[src/rtl/psum_writeback_if.sv]
// rtl/psum_writeback_if.sv - controller, OFIFO and psum SRAM signals of the writeback block
interface psum_writeback_if #(
  parameter int col     = 8,
  parameter int psum_bw = 16,
  parameter int addr_bw = 11
);
  logic                     start;
  logic [addr_bw-1:0]       num_vec;
  logic [addr_bw-1:0]       base_addr;
  logic                     hold;
  logic                     ofifo_valid;
  logic [psum_bw*col-1:0]   ofifo_data;
  logic                     ofifo_rd;
  logic                     mem_cen;
  logic                     mem_wen;
  logic [addr_bw-1:0]       mem_a;
  logic [psum_bw*col-1:0]   mem_d;
  logic                     busy;
  logic                     done;

  modport slave (
    input  start, num_vec, base_addr, hold, ofifo_valid, ofifo_data,
    output ofifo_rd, mem_cen, mem_wen, mem_a, mem_d, busy, done
  );

  modport master (
    output start, num_vec, base_addr, hold, ofifo_valid, ofifo_data,
    input  ofifo_rd, mem_cen, mem_wen, mem_a, mem_d, busy, done
  );
endinterface

[src/rtl/psum_writeback.sv]
// rtl/psum_writeback.sv - drains psum rows from the corelet OFIFO into consecutive psum SRAM addresses
module psum_writeback #(
  parameter int col     = 8,
  parameter int psum_bw = 16,
  parameter int addr_bw = 11
) (
  input  logic                 clk,
  input  logic                 reset,
  psum_writeback_if.slave      bus
);
  localparam int DW = psum_bw * col;

  typedef enum logic [1:0] {IDLE, DRAIN, FLUSH} state_t;

  state_t             state_q, state_d;
  logic [addr_bw-1:0] remaining_q, remaining_d;
  logic [addr_bw-1:0] wr_addr_q, wr_addr_d;
  logic [addr_bw-1:0] mem_a_q, mem_a_d;
  logic [DW-1:0]      mem_d_q, mem_d_d;
  logic               mem_cen_q, mem_cen_d;
  logic               done_q, done_d;
  logic               rd;

  always_ff @(posedge clk) begin
    if (reset) begin
      state_q <= IDLE;
    end else begin
      state_q <= state_d;
    end
  end

  always_ff @(posedge clk) begin
    if (reset) begin
      remaining_q <= '0;
      wr_addr_q   <= '0;
      mem_a_q     <= '0;
      mem_d_q     <= '0;
      mem_cen_q   <= 1'b1;
      done_q      <= 1'b0;
    end else begin
      remaining_q <= remaining_d;
      wr_addr_q   <= wr_addr_d;
      mem_a_q     <= mem_a_d;
      mem_d_q     <= mem_d_d;
      mem_cen_q   <= mem_cen_d;
      done_q      <= done_d;
    end
  end

  // The popped row goes straight into the SRAM port register: one cycle pop-to-write.
  always_comb begin
    state_d     = state_q;
    remaining_d = remaining_q;
    wr_addr_d   = wr_addr_q;
    mem_a_d     = mem_a_q;
    mem_d_d     = mem_d_q;
    mem_cen_d   = 1'b1;
    done_d      = 1'b0;
    rd          = 1'b0;
    case (state_q)
      IDLE: begin
        if (bus.start) begin
          remaining_d = bus.num_vec;
          wr_addr_d   = bus.base_addr;
          state_d     = (bus.num_vec != '0) ? DRAIN : FLUSH;
        end
      end
      DRAIN: begin
        rd = bus.ofifo_valid & ~bus.hold & (remaining_q != '0);
        if (rd) begin
          mem_cen_d   = 1'b0;
          mem_a_d     = wr_addr_q;
          mem_d_d     = bus.ofifo_data;
          wr_addr_d   = wr_addr_q + addr_bw'(1);
          remaining_d = remaining_q - addr_bw'(1);
          if (remaining_q == addr_bw'(1)) begin
            state_d = FLUSH;
          end
        end
      end
      FLUSH: begin
        done_d  = 1'b1;
        state_d = IDLE;
      end
      default: begin
        state_d = IDLE;
      end
    endcase
  end

  assign bus.ofifo_rd = rd;
  assign bus.mem_cen  = mem_cen_q;
  assign bus.mem_wen  = mem_cen_q;
  assign bus.mem_a    = mem_a_q;
  assign bus.mem_d    = mem_d_q;
  assign bus.busy     = (state_q == DRAIN) || (state_q == FLUSH);
  assign bus.done     = done_q;
endmodule

[src/flat_wrapper.sv]
// flat-port wrapper written by rule: the top's interface ports become plain ports
module psum_writeback_flat 
#(
  parameter int col     = 8,
  parameter int psum_bw = 16,
  parameter int addr_bw = 11
)
  (clk, reset, bus_start, bus_num_vec, bus_base_addr, bus_hold, bus_ofifo_valid, bus_ofifo_data, bus_ofifo_rd, bus_mem_cen, bus_mem_wen, bus_mem_a, bus_mem_d, bus_busy, bus_done);
  psum_writeback_if #(.col(col), .psum_bw(psum_bw), .addr_bw(addr_bw)) bus_i ();
  input  logic clk;
  input  logic reset;
  input wire logic [$bits(bus_i.start)-1:0] bus_start;
  input wire logic [$bits(bus_i.num_vec)-1:0] bus_num_vec;
  input wire logic [$bits(bus_i.base_addr)-1:0] bus_base_addr;
  input wire logic [$bits(bus_i.hold)-1:0] bus_hold;
  input wire logic [$bits(bus_i.ofifo_valid)-1:0] bus_ofifo_valid;
  input wire logic [$bits(bus_i.ofifo_data)-1:0] bus_ofifo_data;
  output wire logic [$bits(bus_i.ofifo_rd)-1:0] bus_ofifo_rd;
  output wire logic [$bits(bus_i.mem_cen)-1:0] bus_mem_cen;
  output wire logic [$bits(bus_i.mem_wen)-1:0] bus_mem_wen;
  output wire logic [$bits(bus_i.mem_a)-1:0] bus_mem_a;
  output wire logic [$bits(bus_i.mem_d)-1:0] bus_mem_d;
  output wire logic [$bits(bus_i.busy)-1:0] bus_busy;
  output wire logic [$bits(bus_i.done)-1:0] bus_done;
  assign bus_i.start = bus_start;
  assign bus_i.num_vec = bus_num_vec;
  assign bus_i.base_addr = bus_base_addr;
  assign bus_i.hold = bus_hold;
  assign bus_i.ofifo_valid = bus_ofifo_valid;
  assign bus_i.ofifo_data = bus_ofifo_data;
  assign bus_ofifo_rd = bus_i.ofifo_rd;
  assign bus_mem_cen = bus_i.mem_cen;
  assign bus_mem_wen = bus_i.mem_wen;
  assign bus_mem_a = bus_i.mem_a;
  assign bus_mem_d = bus_i.mem_d;
  assign bus_busy = bus_i.busy;
  assign bus_done = bus_i.done;
  psum_writeback #(.col(col), .psum_bw(psum_bw), .addr_bw(addr_bw)) u_core (.clk(clk), .reset(reset), .bus(bus_i));
endmodule
[config.mk]
export PLATFORM = sky130hd
export DESIGN_NAME = psum_writeback_flat
export DESIGN_NICKNAME = d
export VERILOG_FILES = /design/src/rtl/psum_writeback_if.sv /design/src/rtl/psum_writeback.sv /design/src/flat_wrapper.sv
export SDC_FILE = /design/constraint.sdc
export NUM_CORES = 1
export LEC_CHECK = 0
export BUFFER_PORTS_ARGS = -buffer_cell sky130_fd_sc_hd__buf_2
export CORE_UTILIZATION = 50
export DETAILED_ROUTE_END_ITERATION = 8
export PLACE_DENSITY = 0.88
export SKIP_CTS_REPAIR_TIMING = 1
export SYNTH_ARGS = -nofsm -noshare
export SYNTH_HDL_FRONTEND = slang
export SYNTH_SLANG_ARGS = --single-unit
[constraint.sdc]
create_clock -name clk -period 5.9 [get_ports clk]
set_input_delay 0.295 -clock clk [delete_from_list [all_inputs] [get_ports clk]]
set_output_delay 0.295 -clock clk [all_outputs]
set_load 0.02 [all_outputs]
==> flow_summary_export.csv <==
group,metric,value,unit
outcome,outcome,"complete, no violations",
synth,syn-num-nets,1017,
clocking,htreeDepth,4,
setup_path,worstPathArrival,3.80,ns
die,coreArea,13400,sq um
cells_and_area,fin_util,0.665,
timing,tightest_slew,1.07,ns
synth,synth_top_family_by_area,"compound AO/OA/AOI/OAI gates",
grt,grt_start_max_net_pins,90,
synth,synth_area,6930,sq um
die,die_h,120,um
die,io_pins,299,
die,start_util,0.517,
setup_path,rr_startpoint,"u_core.state_q[1]",
synth,async_reset_ff_frac,0,
synth,yosys.area.top_type,"dfxtp_1",
timing,setup_viol,0,
timing,finalCriticalPeriod,3.47,ns
synth,synth_top_area_frac,0.477,
cells_and_area,mostFrequentLayoutCells,"buf_2, dfxtp_1, a21oi_1",
clocking,cts_tree,"done",
grt,first_global_vias,6656,
detailed_routing,vias,7550,
detailed_routing,antenna_left,0,
setup_path,timing.rr.end,"u_core.bus.mem_d[106]",
clocking,cts_root_buffer,"clkbuf_16",
detailed_routing,dr.pass1.iters,5,
timing,maxSlewHeadroom,0.281,
min_path,hp-class,"in -> reg",
synth,ys_types,49,
synth,synth_compound_area_frac,0.280,
power_and_ir_drop,p_leak,3.70,nW
timing,drv_slew,0,
setup_path,rrSetupSlack,2.43,ns
timing,fmax,288,MHz
die,rows,42,
cells_and_area,diodes,0,
cells_and_area,final_common_cell,"buf_2",
clocking,cts_inserted_buffers,17,
cells_and_area,num-fill-cells,1129,
grt,grt_antenna_before_repair,0,
synth,synthTopCellsByArea,"dfxtp_1, a21oi_1, nand3_1",
grt,overflow,0,
synth,synth_cells,856,
clocking,clockBufferDepth,2,
timing,hold_viol,0,
cells_and_area,multi_input_area,3220,sq um
synth,synth_fa_ha_area_frac,0.0108,
synth,synth_edf_count,0,
timing,rsz0062_at_grt,"false",
cells_and_area,ff_latch_area,3300,sq um
cells_and_area,layoutNonFillerInstCount,1273,
synth,synth-xor-area-share,0,
place,dpl_cell_area,8340,sq um
job,cap_violations,0,
place,place_inst,1243,
grt,grt_pass1_wl,32800,um
setup_path,crit_end,"u_core.bus.mem_d[106]",
detailed_routing,routedWlPerCell,16.6,um
place,port_buffers,298,
synth,synth-simple-area-share,0.167,
cells_and_area,drive_above_1_share,0.314,
grt,grtUsageTotal,0.282,
timing,timing.final.crit_share,0.588,
power_and_ir_drop,finalPower,4.19,mW
setup_path,cp_max_fo,74,
detailed_routing,drc,0,
setup_path,startpoint,"u_core.state_q[1]",
clocking,clk_latency,0.41,ns
cells_and_area,syn_to_final_growth,28.7,%
detailed_routing,avgViaCountPerCell,5.93,
cells_and_area,layout.nets,1247,
timing,fin_tns_setup,0,ns
place,post-dp-hpwl,13600,um
setup_path,reg2reg_depth,8,
setup_path,cp.required,6.23,ns
setup_path,endpoint_kind,"register",
setup_path,crit_type,"reg -> reg",
clocking,cts.clk_slew.worst_paths,0.06,ns
power_and_ir_drop,p_per_area,470,nW/um^2
synth,synthMuxAreaShare,0.00433,
synth,ys.flop_type,"dfxtp_1",
synth,synth_area_per_cell,8.09,sq um
place,place_congestion,0.877,
detailed_routing,first_iter_violations,975,
die,die-area,14300,sq um
power_and_ir_drop,vdd_ir_drop_max,0.421,mV
cells_and_area,final_cell_area,8920,sq um
synth,ys_seq_area_frac,0.477,
detailed_routing,routed_wl,21200,um
synth,ys_ff_latch,165,
timing,skew,0.00710,ns
synth,yosys_warnings,0,
die,die_x,120,um
setup_path,start_kind,"register",
clocking,cts_sinks,165,
registers in the layout, summed over array words and instances (netlist names):
register / flops
u_core.bus.done: 1
u_core.wr_addr_q: 11
u_core.bus.mem_d: 128
u_core.bus.mem_cen: 1
u_core.state_q: 2
u_core.bus.mem_a: 11
u_core.remaining_q: 11
critical path, cell delays in order (launching register included):
cell	delay [ns]
dfxtp_1	0.35
inv_1	0.07
ha_1	0.18
buf_4	0.24
inv_1	0.75
or2_4	0.69
buf_4	0.60
o21ai_0	0.22
a21oi_1	0.20
metal layers:
layer	part of all wire	wire length (um)	track usage	vias up
met5	0	0	0	-
met4	0.026	552	0.123	0
met2	0.48	10200	0.455	445
li1	-	-	-	3594
met1	0.40	8540	0.353	3456
met3	0.089	1890	0.0765	55
worst min path at each step:
stage	endpoint	startpoint	slack, ns	cells after the start
after global routing	u_core.bus.mem_d[124]	bus_ofifo_data[124]	0.11	3
after global placement	u_core.bus.mem_d[46]	u_core.bus.mem_d[46]	0.46	2
after floorplan	u_core.state_q[1]	bus_start	0.41	1
after CTS	u_core.state_q[1]	bus_start	0.11	2
after detailed placement	u_core.bus.mem_d[13]	u_core.bus.mem_d[13]	0.46	2
final	u_core.bus.mem_d[83]	bus_ofifo_data[83]	0.12	3
where the power goes:
group          internal [mW]  total, mW  switching, mW
Sequential              1.26       1.38          0.123
Clock                  0.673       1.09          0.421
Combinational          0.396       1.71           1.32
cells in the mapped netlist (2+ instances only):
library cell / number
mux2i_1: 3
ha_1: 6
or4b_2: 2
a311oi_1: 2
nand4_1: 3
o21ai_0: 150
a211oi_1: 3
or2_2: 2
inv_1: 8
nand2_1: 13
o31a_1: 4
nand2b_1: 4
buf_1: 10
o31ai_1: 12
nand3_1: 154
a31oi_1: 4
nor2_1: 12
nor4_1: 6
a21oi_1: 159
buf_2: 14
nor2b_1: 4
or4_1: 4
o32ai_1: 3
clkbuf_1: 70
a22oi_1: 2
or3_1: 2
dfxtp_1: 165
a2bb2oi_1: 2
o311ai_0: 7
nor3_1: 7
kinds of logic (layout without fill, tap and decap cells):
kind of cell | after synthesis | after routing
flip-flops | 165 | 165
buffers and inverters | 104 | 345
AO/OA/AOI/OAI | 357 | 357
multiplexers | 3 | 3
adder cells (fa/ha/maj) | 6 | 6
AND/OR/NAND/NOR | 221 | 221
stage by stage:
stage	worst slack, ns	hold WS [ns]
floorplan	3.77	0.410
global placement	2.66	0.456
detailed placement	2.53	0.463
CTS	2.50	0.109
global route	2.19	0.111
finish	2.43	0.125
layout make-up:
| cell class | instances | share of cell area |
|---|---|---|
| clock buffer | 22 | 0.0509 |
| timing repair buffer | 307 | 0.175 |
| multi-input combinational | 587 | 0.361 |
| tap | 176 | 0.0247 |
| inverter | 8 | 0.00337 |
| sequential | 165 | 0.370 |
| clock inverter | 8 | 0.0143 |
Power figures use the tool's default switching activity.
